`src/rtl/mkio_msg_buffer.sv`:
```
// mkio_msg_buffer: per-channel ping-pong message store for MKIO subaddress data.
// Define MKIO_MSG_BUF_OVERWRITE_EN to let a new commit replace an unread message.
module mkio_msg_buffer #(
    parameter  int DATA_WIDTH = 16,
    parameter  int WORDS      = 32,
    parameter  int CHANNELS   = 4,
    localparam int CH_W       = $clog2(CHANNELS),
    localparam int PTR_W      = $clog2(WORDS),
    localparam int CNT_W      = $clog2(WORDS + 1)
) (
    input  logic                  clock,
    input  logic                  reset,
    input  logic [CH_W-1:0]       wr_ch,
    input  logic                  wr_start,
    input  logic                  wr_valid,
    input  logic [DATA_WIDTH-1:0] wr_data,
    input  logic                  wr_commit,
    input  logic                  wr_abort,
    output logic                  wr_reject,
    output logic                  wr_overflow,
    input  logic [CH_W-1:0]       rd_ch,
    input  logic                  rd_start,
    input  logic                  rd_req,
    output logic                  rd_valid,
    output logic [DATA_WIDTH-1:0] rd_data,
    output logic                  rd_last,
    output logic [CNT_W-1:0]      rd_count,
    output logic [CHANNELS-1:0]   msg_ready
);

    localparam int DEPTH = 2 * CHANNELS * WORDS;
    localparam int AW    = $clog2(DEPTH);

`ifdef MKIO_MSG_BUF_OVERWRITE_EN
    localparam bit OVERWRITE = 1'b1;
`else
    localparam bit OVERWRITE = 1'b0;
`endif

    typedef enum logic {W_IDLE, W_FILL} w_state_t;
    typedef enum logic {R_IDLE, R_READ} r_state_t;

    w_state_t w_state, w_next;
    r_state_t r_state, r_next;

    logic [DATA_WIDTH-1:0] mem [DEPTH];
    logic [CNT_W-1:0]      cnt [CHANNELS];
    logic [CHANNELS-1:0]   front;

    logic [CH_W-1:0]  w_ch;
    logic [CNT_W-1:0] w_ptr;
    logic [CH_W-1:0]  r_ch;
    logic [PTR_W-1:0] r_ptr;

    // At most one swap can wait for a reader: only the channel being read can be pending.
    logic             pend_valid;
    logic             pend_go;
    logic [CH_W-1:0]  pend_ch;
    logic [CNT_W-1:0] pend_cnt;

    logic w_open, w_we, w_rej, w_ovf, w_swap, w_pend;
    logic r_open, r_fire, r_done;
    logic rd_busy, ready_eff, start_blocked;

    function automatic logic [AW-1:0] addr(input logic [CH_W-1:0]  ch,
                                           input logic             bank,
                                           input logic [PTR_W-1:0] ptr);
        return AW'({ch, bank}) * AW'(WORDS) + AW'(ptr);
    endfunction

    always_ff @(posedge clock or posedge reset) begin
        if (reset) begin
            w_state <= W_IDLE;
            r_state <= R_IDLE;
        end else begin
            w_state <= w_next;
            r_state <= r_next;
        end
    end

    always_comb begin
        r_next = r_state;
        r_open = 1'b0;
        r_fire = 1'b0;
        r_done = 1'b0;
        unique case (r_state)
            R_IDLE: begin
                if (rd_start && msg_ready[rd_ch]) begin
                    r_next = R_READ;
                    r_open = 1'b1;
                end
            end
            R_READ: begin
                if (rd_req) begin
                    r_fire = 1'b1;
                    if (CNT_W'(r_ptr) + CNT_W'(1) == rd_count) begin
                        r_done = 1'b1;
                        r_next = R_IDLE;
                    end
                end
            end
            default: ;
        endcase
    end

    // A read finishing this cycle no longer holds the front bank.
    always_comb begin
        rd_busy = ((r_state == R_READ) && (r_ch == w_ch) && !r_done)
               || ((r_state == R_IDLE) && rd_start && (rd_ch == w_ch)
                   && msg_ready[w_ch]);
        ready_eff     = msg_ready[w_ch] && !(r_done && (r_ch == w_ch));
        start_blocked = pend_valid && (pend_ch == wr_ch);
    end

    always_comb begin
        w_next = w_state;
        w_open = 1'b0;
        w_we   = 1'b0;
        w_rej  = 1'b0;
        w_ovf  = 1'b0;
        w_swap = 1'b0;
        w_pend = 1'b0;
        if (wr_abort) begin
            w_next = W_IDLE;
        end else if (wr_commit) begin
            w_next = W_IDLE;
            if ((w_state == W_FILL) && (w_ptr != '0)) begin
                if (rd_busy)
                    w_pend = 1'b1;
                else if (ready_eff && !OVERWRITE)
                    w_rej = 1'b1;
                else
                    w_swap = 1'b1;
            end
        end else if (wr_start) begin
            if (start_blocked) begin
                w_rej = 1'b1;
            end else begin
                w_next = W_FILL;
                w_open = 1'b1;
            end
        end else if (wr_valid && (w_state == W_FILL)) begin
            if (w_ptr == CNT_W'(WORDS))
                w_ovf = 1'b1;
            else
                w_we = 1'b1;
        end
    end

    always_ff @(posedge clock or posedge reset) begin
        if (reset) begin
            w_ch        <= '0;
            w_ptr       <= '0;
            wr_reject   <= 1'b0;
            wr_overflow <= 1'b0;
        end else begin
            wr_reject   <= w_rej;
            wr_overflow <= w_ovf;
            if (w_open) begin
                w_ch  <= wr_ch;
                w_ptr <= '0;
            end else if (w_we) begin
                w_ptr <= w_ptr + CNT_W'(1);
            end
        end
    end

    always_ff @(posedge clock) begin
        if (w_we)
            mem[addr(w_ch, ~front[w_ch], w_ptr[PTR_W-1:0])] <= wr_data;
    end

    always_ff @(posedge clock or posedge reset) begin
        if (reset) begin
            r_ch     <= '0;
            r_ptr    <= '0;
            rd_count <= '0;
            rd_valid <= 1'b0;
            rd_last  <= 1'b0;
            rd_data  <= '0;
        end else begin
            rd_valid <= r_fire;
            rd_last  <= r_done;
            if (r_open) begin
                r_ch     <= rd_ch;
                r_ptr    <= '0;
                rd_count <= cnt[rd_ch];
            end
            if (r_fire) begin
                rd_data <= mem[addr(r_ch, front[r_ch], r_ptr)];
                if (!r_done)
                    r_ptr <= r_ptr + PTR_W'(1);
            end
        end
    end

    // Later assignments win: a direct swap re-arms a channel its reader just released.
    always_ff @(posedge clock or posedge reset) begin
        if (reset) begin
            front      <= '0;
            msg_ready  <= '0;
            pend_valid <= 1'b0;
            pend_go    <= 1'b0;
            pend_ch    <= '0;
            pend_cnt   <= '0;
            for (int i = 0; i < CHANNELS; i++)
                cnt[i] <= '0;
        end else begin
            if (r_done) begin
                msg_ready[r_ch] <= 1'b0;
                if (pend_valid && (pend_ch == r_ch))
                    pend_go <= 1'b1;
            end
            if (pend_go) begin
                front[pend_ch]     <= ~front[pend_ch];
                cnt[pend_ch]       <= pend_cnt;
                msg_ready[pend_ch] <= 1'b1;
                pend_valid         <= 1'b0;
                pend_go            <= 1'b0;
            end
            if (w_pend) begin
                pend_valid <= 1'b1;
                pend_ch    <= w_ch;
                pend_cnt   <= w_ptr;
            end
            if (w_swap) begin
                front[w_ch]     <= ~front[w_ch];
                cnt[w_ch]       <= w_ptr;
                msg_ready[w_ch] <= 1'b1;
            end
        end
    end

endmodule
```
`config.mk`:
```
export PLATFORM = sky130hd
export DESIGN_NAME = mkio_msg_buffer
export DESIGN_NICKNAME = d
export VERILOG_FILES = /design/src/rtl/mkio_msg_buffer.sv
export SDC_FILE = /design/constraint.sdc
export NUM_CORES = 2
export LEC_CHECK = 0
export ABC_CLOCK_PERIOD_IN_PS = 3600
export CELL_PAD_IN_SITES_DETAIL_PLACEMENT = 0
export CELL_PAD_IN_SITES_GLOBAL_PLACEMENT = 2
export CORE_ASPECT_RATIO = 2
export CORE_UTILIZATION = 51
export DETAILED_ROUTE_END_ITERATION = 6
export PLACE_DENSITY = 0.82
export SYNTH_ARGS = -nofsm -noshare
export SYNTH_HDL_FRONTEND = slang
export SYNTH_SLANG_ARGS = --single-unit
```
`constraint.sdc`:
```
create_clock -name clock -period 3.6 [get_ports clock]
set_input_delay 0.54 -clock clock [delete_from_list [all_inputs] [get_ports clock]]
set_output_delay 0.54 -clock clock [all_outputs]
set_load 0.01 [all_outputs]
```
Word-level counts from Yosys, hierarchy flattened
Memories as Yosys holds them, arrays and structs flattened. A register that Yosys moved wholly into a read port is not among the register bits.
Index checks and enable logic that the tools add are counted.
- bits in registers: 69
- RAM bits: 4096
- input bits: 28
- output and inout bits: 30
- word-level logic and storage cells: 171
- memories kept: 1
- memory list (name ; words ; width ; rd ports ; clocked after memory_dff ; write ports ; line ; RTL):
    mem ; 256 ; 16 ; 1 ; 1 ; 1 ; 46 ; logic [DATA_WIDTH-1:0] mem [DEPTH];
- $add $sub $neg: 5
- $lt $le $gt $ge: 12
- equal/unequal tests: 7
- mux-type cells: 90
- bitwise logic cells: 10
- reductions and logical operators: 25
- operators with widths (operator ; count):
    1-bit 2-to-1 mux ; 58
    24-bit bitwise mux ; 2
    24-bit 2-to-1 mux ; 2
    6-bit 2-to-1 mux ; 6
    6-bit demux with 2-bit select ; 2
    4-bit 2-to-1 mux ; 5
    1-bit logical AND ; 17
    8-bit by 5-bit adder with 8-bit output ; 2
    5-bit 2-to-1 mux ; 3
    6-bit binary-select mux with 2-bit select ; 1
    2-bit by 3-bit < comparator with 1-bit output (second input constant) ; 4
    1-bit binary-select mux with 2-bit select ; 5
    3-bit greater-or-equal comparator (second input constant) ; 3
    2-bit NOT with 3-bit output ; 3
    4-bit bitwise mux ; 2
    2-bit == test ; 4
    4-bit OR ; 2
    5-bit by 1-bit adder with 6-bit output (second input constant) ; 1
    6-bit by 1-bit adder with 6-bit output (second input constant) ; 1
    1-bit demux with 2-bit select ; 3
    6-bit == test ; 1
    6-bit == test (second input constant) ; 1
    2-bit by 1-bit greater-or-equal comparator with 1-bit output (second input constant) ; 3
    3-bit by 1-bit < comparator with 1-bit output (second input constant) ; 2
    12 further kinds ; 16

Logic depth before layout (Yosys ltp)
- depth in word-level cells: 14
- mapped depth: 13
- depth with buffers taken out: 9

Least setup slack after synthesis
Ideal clock, no wire load.
- path kind: register to register
- from: reg w_ptr[0]
- to: mem mem[223][0], enable pin
- library setup time: 389 ps
- data arrival time: 2938 ps
- required time: 3211 ps
- setup slack: 273 ps
- stages on the path, launching flop included: 10
- buffers on the path: 3
- period minus slack after synthesis: 3327 ps
- path through: dfrtp_1 -> clkbuf_1 -> inv_1 -> ha_1 -> nor4b_1 -> a21oi_1 -> clkbuf_1 -> nand4_1 -> clkbuf_1 -> nor2_1
- word-level cells in the longest chain between the ends: 8
- elaborated cells on any way between the ends: 9
- those cells by class: 1 x add/sub; 1 x eq/ne; 7 x mux
- ends and longest elaborated chain (item ; line ; RTL):
    from (decl) ; 51 ; logic [CNT_W-1:0] w_ptr;
    from (signal assigned) ; 163 ; w_ptr <= w_ptr + CNT_W'(1);
    6-bit == test ; 143 ; if (w_ptr == CNT_W'(WORDS))
    1-bit 2-to-1 mux ; 143 ;
    1-bit 2-to-1 mux ; 142 ; end else if (wr_valid && (w_state == W_FILL)) begin
    1-bit 2-to-1 mux ; 135 ; end else if (wr_start) begin
    1-bit 2-to-1 mux ; 125 ; end else if (wr_commit) begin
    1-bit 2-to-1 mux ; 123 ; if (wr_abort) begin
    1-bit 2-to-1 mux ; 169 ; if (w_we)
    1-bit 2-to-1 mux (not written as such) ; 170 ; mem[addr(w_ch, ~front[w_ch], w_ptr[PTR_W-1:0])] <= wr_data;
    to (decl) ; 46 ;
Several ways; a longest one is shown, not always the timed one.

Final worst setup path
- from: reg r_ptr[0]
- to: reg rd_data[15], read port of mem
- word-level cells in the longest chain between the ends: 1
- ends and longest elaborated chain (item ; line ; RTL):
    from (decl) ; 53 ; logic [PTR_W-1:0] r_ptr;
    from (signal assigned) ; 192 ; r_ptr <= r_ptr + PTR_W'(1);
    8-bit by 5-bit adder with 8-bit output ; 68 ; return AW'({ch, bank}) * AW'(WORDS) + AW'(ptr);
    to (decl) ; 25 ; output logic [DATA_WIDTH-1:0] rd_data,
No other way between the ends.
A chain may end at the register's enable or synchronous reset.

==> results.txt <==
Of all nets on the critical path, the largest fanout is 14. For this design the ratio of total power to cell area is 694 nW/um2. The die covers between 300000 and 400000 um2. The routed via count is around 82000.

The filler-free cell count of the finished design came out at 12600. The first detailed-routing pass took 5 iterations. The part of the power in the clock network is 0.297. The worst hold margin is around 0.023 ns. Across all setup checks in the final design, the least slack found is -0.00431 ns.

Once layout is done, the placed cells without fillers occupy about 180000 um2. The setup slack after placement is -0.505 ns. The filler cells instantiated in the layout total between 20000 and 25000. Clock latency on the worst-skew pair, taken at its later pin, is approximately 0.94 ns.

The area of the core is 315000 um2. The final reports fail on setup timing. STA puts the critical path data required time at between 4 and 5 ns. For the worst setup path, the data arrival time is 4.39 ns. VDD sags by at most 508 uV.

The pin count of the biggest net entering global routing came out at about 120. Clock tree synthesis inserted a total of 346 buffers. The sequential group share of total power is 0.422. In this run the cell area of the synthesized design comes to approximately 160000 um2. Of the cells placed in the final design, the portion with a size suffix greater than 1 is 0.298.

The starting density of the core is 0.513. The hold violation total from the final report is 0. The worst slew margin relative to its limit is 0.106. By area the synthesized netlist is led by sky130_fd_sc_hd__edfxtp_1 (76%), sky130_fd_sc_hd__mux4_2 (14%), sky130_fd_sc_hd__mux2i_1 (1.5%). After the last flow step, the layout net total stands at just over 8000. In this run the clock root is driven by a sky130_fd_sc_hd__clkbuf_16. The slew at the pin closest to its max-slew limit is ~1.3 ns.

From synthesis to final layout, the design area changed by 14.4%. The run finished, with violations left. The type of the setup path with the least slack is reg -> reg. The count of cell types in the netlist came out at between 60 and 70. The DRC violation count after routing came out at 0. The synthesized instance count is roughly 7400. The path category of the worst min-delay check is in -> reg. The H-tree depth came out at 5. The routed design could run at a clock period as short as roughly 3.6 ns. The sort of element at the end of the critical path is a flip-flop.

Summed over all layers, the routed wires come to about 470000 um. The leftover overflow at the end of global routing is 0. The vertical die dimension is 798 um. The leakage power total came out at between 50 and 60 nW.

The largest stage delay on the critical path is 0.57 ns. The routability congestion estimate is 0.908. The critical path goes through buf_12 > buf_12 > mux4_2 > a22oi_1 > a21oi_1 > buf_4 > o21ai_0 > o21ai_0 > buf_4 > a211oi_1 > a21oi_1. The first global-routing pass estimated approximately 640000 um of wire. Dividing the detail-routed via count by the number of cells gives roughly 6.5. The maximum buffer depth of the clock tree is 4. The final total power came out at 0.128 W. The fraction of post-synthesis cell area in the top cell type by area is 0.762. The final setup violation count is 1. Of the total power, the share spent switching nets is 0.299.

For this design the top-level I/O count stands at 58. The maximum frequency from static timing analysis came out at ~280 MHz. The standard cell area after detailed placement is between 150000 and 200000 um2. The warning count from the yosys run came out at 0.

Setup repair after global routing left no endpoint under its margin. In this run, synthesis produced a sequential element count of 4181. In the final routed layout, each cell accounts on average for roughly 37 um. In this run, synthesis inferred slightly above 4000 flip-flops with an integrated enable. The number of pins exceeding their max-slew limit in the final report is 0.

The final worst-path cycle share is 1.00. The total number of clock tree sinks came out at about 4200. The number of global-route vias before repair came out at 83400. After synthesis, the mean cell area works out to between 20 and 25 um2. In this run, the number of DRC markers left after iteration 0 of detailed routing was 10700. In the global route stage, overall resource usage came out at 0.293. The combinational group share of total power is 0.281. The number of nets still failing antenna checks after routing is 0.

Between clock sinks in the finished design, the worst skew comes to about 0.058 ns. The number of antenna violations at the first check in global routing is 21. The clock transition at the registers of the reported paths came out at ~0.07 ns. Among all flip-flop cells after synthesis, the most frequent one is sky130_fd_sc_hd__edfxtp_1. The number of nets produced by synthesis is 7425. The async set-or-reset flop fraction in the synthesized netlist is 0.0203. The internal power came out at approximately 0.090 W. Of the synthesized area, sequential elements account for 0.775. Of all cell types, the one taking the most synthesized area is sky130_fd_sc_hd__edfxtp_1. The floorplan row count came out at between 200 and 300. The quantity of I/O buffers inserted on ports came out at between 50 and 60.

The width of the die came out at 400 um. The total of max-cap violations is 0. The switching component of the power is between 0.03 and 0.04 W. The cell at the slowest stage of the critical path is sky130_fd_sc_hd__mux4_2. The total half-perimeter wirelength after legalization and detailed placement came out at 306000 um. STA classifies the critical path startpoint as a flip-flop. The clock tree from TritonCTS is built. The total placed cells including tap cells is 11900.
## metal layers
metal | global-route usage | up-vias | wire (um)
li1 | - | 32600 | -
met1 | 0.336 | 43800 | 149000
met2 | 0.507 | 4394 | 242000
met3 | 0.0409 | 1124 | 35900
met4 | 0.203 | 8 | 38600
met5 | 0 | - | 47
## synth_stat cells (56+ instances only)
master / count
sky130_fd_sc_hd__a21oi_1: 64
sky130_fd_sc_hd__a22oi_1: 111
sky130_fd_sc_hd__buf_2: 156
sky130_fd_sc_hd__buf_4: 69
sky130_fd_sc_hd__clkbuf_1: 155
sky130_fd_sc_hd__dfrtp_1: 85
sky130_fd_sc_hd__edfxtp_1: 4096
sky130_fd_sc_hd__mux2_2: 56
sky130_fd_sc_hd__mux2i_1: 248
sky130_fd_sc_hd__mux4_2: 1018
sky130_fd_sc_hd__nand2_1: 215
sky130_fd_sc_hd__nand3_1: 91
sky130_fd_sc_hd__nor2_1: 379
sky130_fd_sc_hd__o21ai_0: 87
sky130_fd_sc_hd__o22ai_1: 70
## cell type report
class	instances	area, um2	area share
Clock buffer	397	9000	0.0487
Antenna cell	20	50.0	0.000271
Timing Repair Buffer	888	8770	0.0475
Multi-Input combinational cell	2754	34300	0.186
Clock inverter	225	2200	0.0119
Sequential cell	4181	125000	0.678
Inverter	21	88.8	0.000481
Tap cell	4102	5130	0.0278
## power by group through the flow
stage,registers [W],logic (W),clock network (W)
after floorplan,0.0548,0.0202,0
after global placement,0.0552,0.0355,0
after detailed placement,0.0552,0.0357,0
after CTS,0.0541,0.0360,0.0384
after global routing,0.0540,0.0370,0.0400
final,0.0541,0.0361,0.0381
## kinds of logic after synthesis
group                    Yosys count  share of synthesized area
multiplexers                    1322                      0.161
buffers and inverters            457                     0.0147
AND/OR/NAND/NOR                  810                     0.0216
adder cells (fa/ha/maj)            5                   0.000387
AO/OA/AOI/OAI                    592                     0.0257
flip-flops                      4181                      0.775
XOR/XNOR                          25                    0.00136
## repair_timing
action | 4_1_cts | 5_1_grt
pin swaps | 1 | 1
resized for setup | 24 | 13
hold buffers | 1 | 0
setup endpoints to repair | 15 | 8
hold endpoints to repair | 25 | 0
cloned | 0 | 1
setup buffers | 6 | 0
## path summary, 6_finish.rpt
| kind | start | end | slack, ns | cells past startpoint |
|---|---|---|---|---|
| hold reg to reg | w_state | w_state | 0.52 | 1 |
| setup reg to reg | r_ptr[0] | rd_data[15] | -0.004 | 11 |
| min in group asynchronous | reset | wr_overflow | 0.08 | 2 |
| max in group asynchronous | reset | cnt[7] | 2.78 | 3 |
| hold / removal | wr_data[4] | mem[161][4] | 0.02 | 1 |
| setup / recovery | r_ptr[0] | rd_data[15] | -0.004 | 11 |
## metrics by stage
stage / setup TNS, ns / util
final: -0.00431 / 0.587
after floorplan: 0 / -
after CTS: 0 / 0.587
after detailed placement: -3.31 / 0.551
after global routing: 0 / 0.587
after global placement: -3.76 / 0.550
## registers in the layout (all words and copies together) (netlist names)
name,cells
r_ptr,5
pend_ch,2
rd_data,16
rd_count,6
wr_overflow,1
cnt,24
msg_ready,4
rd_valid,1
w_ch,2
front,4
pend_valid,1
w_state,1
r_state,1
pend_cnt,6
r_ch,2
wr_reject,1
rd_last,1
w_ptr,6
pend_go,1
mem,4096
## placed cells by master, fill, tap and decap left out, drive strengths merged, types with 29 or more instances in the layout
cell           instances
a31oi                 43
dfrtp                 85
o21ai                 96
clkinvlp              32
nand3                 91
o22ai                 70
mux4                1018
nor2                 379
clkbuf               407
buf                  836
inv                   36
nand2                215
mux2                  56
a22oi                111
clkinv               144
edfxtp              4096
clkdlybuf4s50         41
a21oi                 65
mux2i                248
a22o                  29
bufinv                34
## critical path, delay by kind of cell (launching register included)
kind	cells	cell delay, ns
AO/OA/AOI/OAI	6	1.67
buffers and inverters	4	0.75
flip-flops	1	0.43
multiplexers	1	0.57
Power figures use the tool's default switching activity.
